`src/rtl/ring_buf_pkg.sv`:
```
// rtl/ring_buf_pkg.sv - shared defaults and pointer/count width helpers for pixel_ring_buffer
package ring_buf_pkg;

  localparam int DEFAULT_WIDTH = 8;
  localparam int DEFAULT_DEPTH = 16;
  localparam int DEFAULT_RESET = 0;

  function automatic int ptr_width(input int depth);
    return (depth > 1) ? $clog2(depth) : 1;
  endfunction

  function automatic int count_width(input int depth);
    return ptr_width(depth) + 1;
  endfunction

  localparam int DEFAULT_PTR_W = ptr_width(DEFAULT_DEPTH);
  localparam int DEFAULT_CNT_W = count_width(DEFAULT_DEPTH);

  typedef logic [DEFAULT_PTR_W-1:0] ptr_t;
  typedef logic [DEFAULT_CNT_W-1:0] cnt_t;

endpackage

```
`src/rtl/ring_ptr.sv`:
```
// rtl/ring_ptr.sv - wrapping pointer counter with clear and increment
module ring_ptr
  import ring_buf_pkg::*;
#(
  parameter int DEPTH = DEFAULT_DEPTH,
  localparam int PW = ptr_width(DEPTH)
) (
  input  logic          clk,
  input  logic          n_rst,
  input  logic          clear,
  input  logic          inc,
  output logic [PW-1:0] ptr
);

  // DEPTH is a power of two, so wrapping is plain binary overflow.
  always_ff @(posedge clk) begin
    if (!n_rst || clear) begin
      ptr <= '0;
    end else if (inc) begin
      ptr <= ptr + PW'(1);
    end
  end

endmodule

```
`src/rtl/pixel_ring_buffer.sv`:
```
// rtl/pixel_ring_buffer.sv - circular pixel FIFO with occupancy count; RING_PEEK_EN adds random-access peek
module pixel_ring_buffer
  import ring_buf_pkg::*;
#(
  parameter int WIDTH = DEFAULT_WIDTH,
  parameter int DEPTH = DEFAULT_DEPTH,
  parameter logic [WIDTH-1:0] RESET = WIDTH'(DEFAULT_RESET),
  localparam int PW = ptr_width(DEPTH),
  localparam int CW = count_width(DEPTH)
) (
  input  logic             clk,
  input  logic             n_rst,
  input  logic             clear,
  input  logic             in_valid,
  output logic             in_ready,
  input  logic [WIDTH-1:0] in_data,
  output logic             out_valid,
  input  logic             out_ready,
  output logic [WIDTH-1:0] out_data,
`ifdef RING_PEEK_EN
  input  logic [PW-1:0]    peek_idx,
  output logic [WIDTH-1:0] peek_data,
  output logic             peek_valid,
`endif
  output logic [CW-1:0]    count
);

  if (DEPTH < 2 || (DEPTH & (DEPTH - 1)) != 0) begin : g_depth_check
    $error("pixel_ring_buffer: DEPTH must be a power of two >= 2");
  end

  logic [WIDTH-1:0] mem [DEPTH];
  logic [PW-1:0]    wr_ptr;
  logic [PW-1:0]    rd_ptr;
  logic             push;
  logic             pop;

  // Handshake outputs come only from the count register, never from in_valid/out_ready.
  assign in_ready  = (count != CW'(DEPTH));
  assign out_valid = (count != '0);
  assign push      = in_valid && in_ready;
  assign pop       = out_valid && out_ready;
  assign out_data  = mem[rd_ptr];

  ring_ptr #(.DEPTH(DEPTH)) u_wr_ptr (
    .clk   (clk),
    .n_rst (n_rst),
    .clear (clear),
    .inc   (push),
    .ptr   (wr_ptr)
  );

  ring_ptr #(.DEPTH(DEPTH)) u_rd_ptr (
    .clk   (clk),
    .n_rst (n_rst),
    .clear (clear),
    .inc   (pop),
    .ptr   (rd_ptr)
  );

  always_ff @(posedge clk) begin
    if (!n_rst || clear) begin
      for (int i = 0; i < DEPTH; i++) begin
        mem[i] <= RESET;
      end
    end else if (push) begin
      mem[wr_ptr] <= in_data;
    end
  end

  always_ff @(posedge clk) begin
    if (!n_rst || clear) begin
      count <= '0;
    end else if (push && !pop) begin
      count <= count + CW'(1);
    end else if (pop && !push) begin
      count <= count - CW'(1);
    end
  end

`ifdef RING_PEEK_EN
  logic [PW-1:0] peek_ptr;

  assign peek_ptr   = rd_ptr + peek_idx;
  assign peek_data  = mem[peek_ptr];
  assign peek_valid = ({1'b0, peek_idx} < count);
`endif

endmodule

```
`config.mk`:
```
export PLATFORM = sky130hd
export DESIGN_NAME = pixel_ring_buffer
export DESIGN_NICKNAME = d
export VERILOG_FILES = /design/src/rtl/ring_buf_pkg.sv /design/src/rtl/ring_ptr.sv /design/src/rtl/pixel_ring_buffer.sv
export SDC_FILE = /design/constraint.sdc
export NUM_CORES = 1
export LEC_CHECK = 0
export CORE_ASPECT_RATIO = 1.1
export CORE_MARGIN = 2
export CORE_UTILIZATION = 40
export CTS_BUF_LIST = sky130_fd_sc_hd__clkbuf_2
export DETAILED_ROUTE_END_ITERATION = 7
export GPL_ROUTABILITY_DRIVEN = 0
export PLACE_DENSITY = 0.62
export SETUP_SLACK_MARGIN = 0.5
export SLEW_MARGIN = 20
export SYNTH_ARGS = -nofsm -noshare
export SYNTH_HDL_FRONTEND = slang
export SYNTH_SLANG_ARGS = --single-unit
```
`constraint.sdc`:
```
create_clock -name clk -period 2.7 [get_ports clk]
set_input_delay 0.405 -clock clk [delete_from_list [all_inputs] [get_ports clk]]
set_output_delay 0.405 -clock clk [all_outputs]
set_load 0.03 [all_outputs]
```
Word-level counts from Yosys, hierarchy flattened
Memories as Yosys holds them, arrays and structs flattened. A register that Yosys moved wholly into a read port is not among the register bits.
Index checks and enable logic that the tools add are counted.
- register bits: 13
- memory bits (writable): 128
- output and inout bits: 15
- word-level logic and storage cells: 32
- memories: 1
- memories (memory ; depth ; width ; rd ports ; clocked after Yosys merged registers in ; write ports ; RTL line ; source):
    mem ; 16 ; 8 ; 1 ; 1 ; 16 ; pixel_ring_buffer.sv:32 ; logic [WIDTH-1:0] mem [DEPTH];
- $add $sub $neg: 4
- equality and inequality tests: 1
- muxes and demuxes: 12
- reductions and logical operators: 11
- operator list (operator ; number):
    2-to-1 mux 4 bit ; 3
    2-to-1 mux 5 bit ; 2
    adder 4 x 1 -> 4 bit, second input constant ; 2
    2-to-1 mux 8 bit ; 1
    OR reduction 8 bit ; 1
    2-to-1 mux 1 bit ; 6
    adder 5 x 1 -> 5 bit, second input constant ; 1
    != test 5 bit, second input constant ; 1
    nonzero test 5 bit ; 1
    subtractor 5 x 1 -> 5 bit, second input constant ; 1
    logical AND 1 bit ; 4
    zero test 1 bit ; 3
    nonzero test 2 bit ; 1
    logical OR 1 bit ; 1

Logic depth before layout (Yosys ltp)
- word-level depth: 7
- gate-level depth with buffers: 10
- depth with buffers taken out: 10

Cells and area by module
A second synthesis with hierarchy kept.
- cells, all modules: 486
- area, all modules: 6482.5 µm²
- by module, submodules not included (module ; instances ; cells each ; area each (µm²)):
    pixel_ring_buffer ; 1 ; 452 ; 6119.6
    ring_ptr ; 2 ; 17 ; 181.4

Worst setup path before layout
OpenSTA, ideal clock, no wires.
- path type: register -> register
- start point: register count[0]
- end point: register count[4]
- library setup time: 0.057 ns
- arrival: 2.684 ns
- data required time: 2.643 ns
- setup slack: -0.041 ns
- cell stages (with the launch flop): 10
- buffers on the path: 0
- clock period less this slack: 2.741 ns
- cells stage by stage: dfxtp_1 or4_4 o21ai_1 ha_1 inv_1 ha_1 a21oi_1 a211o_1 a211oi_1 a31o_2
- longest elaborated chain between the ends: 5
- elaborated cells on any way between the ends: 13
- classes of those cells: 2 x add/sub; 1 x eq/ne; 2 x mux; 8 x reduce/logical
- ends and longest elaborated chain (what ; RTL line ; source):
    start: declaration ; pixel_ring_buffer.sv:25 ; output logic [CW-1:0] count
    start signal: assignment ; pixel_ring_buffer.sv:75 ; count <= count + CW'(1);
    start signal: assignment ; pixel_ring_buffer.sv:77 ; count <= count - CW'(1);
    parallel branches: the longest is 5 deep, another holds subtractor 5 x 1 -> 5 bit ; -- ;
Several ways; the timed one is not identified. The select of a mux whose other input is x is not followed.
A chain may end at the register's enable or synchronous reset.

==> out/qor.csv <==
metric,value,unit
Starting Density,0.407,
startpoint class of the critical path,register,
Internal Power,3440,uW
H-tree lvl count,4,
Util after Layout,0.486,
synth top area cells,"edfxtp_1 58%, mux4_2 11%, nor2_1 6.2%",
Setup Crit Path Kind,reg2out,
num rows,49,
Die ar.,17600,um^2
Max Buffers Root-to-Sink,2,
largest net degree at the start of global routing,33,
routing usage on met1,0.242,
Routed Antenna Nets,0,
"Reg clk slew, reported paths",0.22,ns
All-Layer GR Usage,0.199,
multi-input logic area,2490,um^2
first-pass GRT wire length,25900,um
met3 GRT Util,0.0413,
layer with the highest usage,met2,
core footprint,16200,um^2
"commonest non-fill, non-tap cell in the layout",edfxtp_1,
drt wl/cell,22.5,um
Clock Skew,0.0281,ns
number of global-route vias before repair,4506,
count of clock tree sinks,145,
"Min Clock Period, post-route",2.80,ns
Synth Cell Area,6610,um^2
clock root buffer,clkbuf_2,
Setup WS post-layout,-0.102,ns
Yosys cell types,44,
Final Hold Vio Count,0,
Mapped Cells,489,
crit end category,output port,
Layout area overhead,19.5,%
WL final,17100,um
async set-or-reset flop fraction in the synthesized netlist,0,
"Seq/Total Area, Yosys",0.633,
failing checks,setup timing,
HPWL Detailed,11000,um
crit path cell chain,"buf_12, buf_12, mux4_2, a22oi_2, nand2_2, buf_6",
crit path DAT,2.40,ns
CP Buf/Inv Count,3,
RSZ-0062 raised after global routing,true,
period utilization,1.04,
max-cap violations,0,
syn nets,512,
Combinational Power Share,0.234,
routed vias/inst,5.69,
Die W,127,um
diode count,0,
Pwr Density,627,nW/um^2
Clock Power Share,0.239,
f_max,357,MHz
#FFs+latches synth,145,
Yosys top cell area share,0.581,
Synth Flop Type,edfxtp_1,
worst hold path type,reg2reg,
Lkg Pwr,0.00297,uW
"Remaining Overflow, GRT",0,
Reg2Reg Setup Slack,0.27,ns
"commonest cells after routing, fill and taps aside","128 x edfxtp_1, 109 x nor2_1, 32 x mux4_2, 32 x and3_1, 32 x buf_4",
Avg Inst Size Synth,13.5,um^2
"Data required, critical path",2.30,ns
Slew Limit Fails,0,
Register Area,4200,um^2
fin nets,565,
Pre-antenna DRT Iters,5,
CP peak stage delay,0.51,ns
Critical Path Slowest Stage Cell,mux4_2,
"Clk Latency, worst-skew pair",0.72,ns
DRC viols,0,
Sw Ratio,0.305,
initial antenna violation count,0,
Final Setup Violations,8,
Net Switching,1510,uW
Worst Max-Slew Pin Slew,0.788,ns
maximum fanout along the worst path,8,
port bufs,27,
power share of the sequential group,0.527,
Iter 0 DRT Violations,513,
Num CTS Buffers,17,
layout cells sized above 1,0.310,
placed insts,704,
IO Pins,28,
Fillers,1447,
status,"complete, but fails checks",
Post-synth EDFFs,128,
CP dominant cell by count,buf_12,
Top delay family on crit path,multiplexers,
CTS tree,yes,
GRT met2 Usage,0.354,
filler-free cell count of the finished design,759,
routed via count,4320,
Max transition margin,0.474,
Yosys top cell by area,edfxtp_1,
number of synthesis warnings,0,
peak supply drop,583,uV
Die Y,139,um
-- cell families after synthesis --
family / after synthesis / synth area share
multiplexers: 35 / 0.114
adder cells (fa/ha/maj): 10 / 0.0201
XOR/XNOR: 5 / 0.00663
AO/OA/AOI/OAI: 46 / 0.0521
AND/OR/NAND/NOR: 208 / 0.148
flip-flops: 145 / 0.633
buffers and inverters: 40 / 0.0265
-- per-layer routing --
layer	up-vias	part of all wire
met4	0	0.017
li1	1944	-
met1	2173	0.40
met5	-	0
met2	179	0.53
met3	24	0.051
-- metrics by stage --
stage | cell area [um^2] | hold WS [ns] | total power (uW) | setup WS, ns | TNS [ns]
after floorplan | 6670 | 0.466 | 3250 | 0.252 | 0
after global placement | 7200 | 0.491 | 3530 | 0.216 | 0
after detailed placement | 7200 | 0.494 | 3560 | 0.154 | 0
after global routing | 7900 | 0.518 | 5140 | -0.225 | -1.45
final | 7900 | 0.523 | 4960 | -0.102 | -0.429
after CTS | 7800 | 0.490 | 4920 | -0.171 | -1.10
-- power by group through the flow --
stage | logic, uW | clock network (uW) | registers (uW)
5_1_grt | 1230 | 1290 | 2620
4_1_cts | 1110 | 1200 | 2610
2_1_floorplan | 574 | 0 | 2670
3_3_place_gp | 879 | 0 | 2650
6_report | 1160 | 1180 | 2610
3_5_place_dp | 898 | 0 | 2660
-- synth_stat cells, types with 2 or more instances --
| cell | number |
|---|---|
| a22oi_1 | 16 |
| xor2_1 | 3 |
| mux4_2 | 32 |
| nor2_1 | 109 |
| ha_1 | 9 |
| o211ai_1 | 2 |
| dfxtp_1 | 17 |
| a21oi_1 | 4 |
| nor3b_1 | 3 |
| mux2i_1 | 2 |
| nand2_1 | 13 |
| nor2b_1 | 6 |
| or4_1 | 2 |
| buf_2 | 12 |
| nand3_1 | 30 |
| clkbuf_1 | 18 |
| buf_1 | 4 |
| a21o_1 | 17 |
| inv_1 | 4 |
| and3_1 | 33 |
| xnor2_1 | 2 |
| nand3b_1 | 2 |
| edfxtp_1 | 128 |
-- layout make-up --
type / count / area share
Multi-Input combinational cell: 304 / 0.315
Clock inverter: 15 / 0.0171
Sequential cell: 145 / 0.532
Clock buffer: 17 / 0.0108
Timing Repair Buffer: 69 / 0.0895
Tap cell: 204 / 0.0323
Inverter: 5 / 0.00364
-- flip-flops by register name, indices dropped and copies added (netlist names), named ones only --
signal and flops:
mem 128, count 5, u_rd_ptr.ptr 4, u_wr_ptr.ptr 4
-- timing repair --
item / in CTS / in global routing
pin swaps: 21 / 17
gates resized for setup: 106 / 17
setup buffers: 14 / 6
gates cloned: 3 / 0
hold buffers: 0 / 0
setup endpoints to repair: 51 / 102
-- path summary, 6_finish.rpt --
path | start | cells after the start | to
hold reg to reg | u_rd_ptr.ptr[3] | 2 | register
setup / recovery | register | 6 | out_data[0]
hold / removal | u_rd_ptr.ptr[3] | 2 | register
setup reg to reg | count[2] | 10 | count[4]
-- worst register-to-register path: cells and delay by family, from the launching register on --
kind | cells | cell delay (ns)
buffers and inverters | 2 | 0.13
AND/OR/NAND/NOR | 2 | 0.67
flip-flops | 1 | 0.39
adder cells (fa/ha/maj) | 2 | 0.42
AO/OA/AOI/OAI | 4 | 0.79
Power figures use the tool's default switching activity.
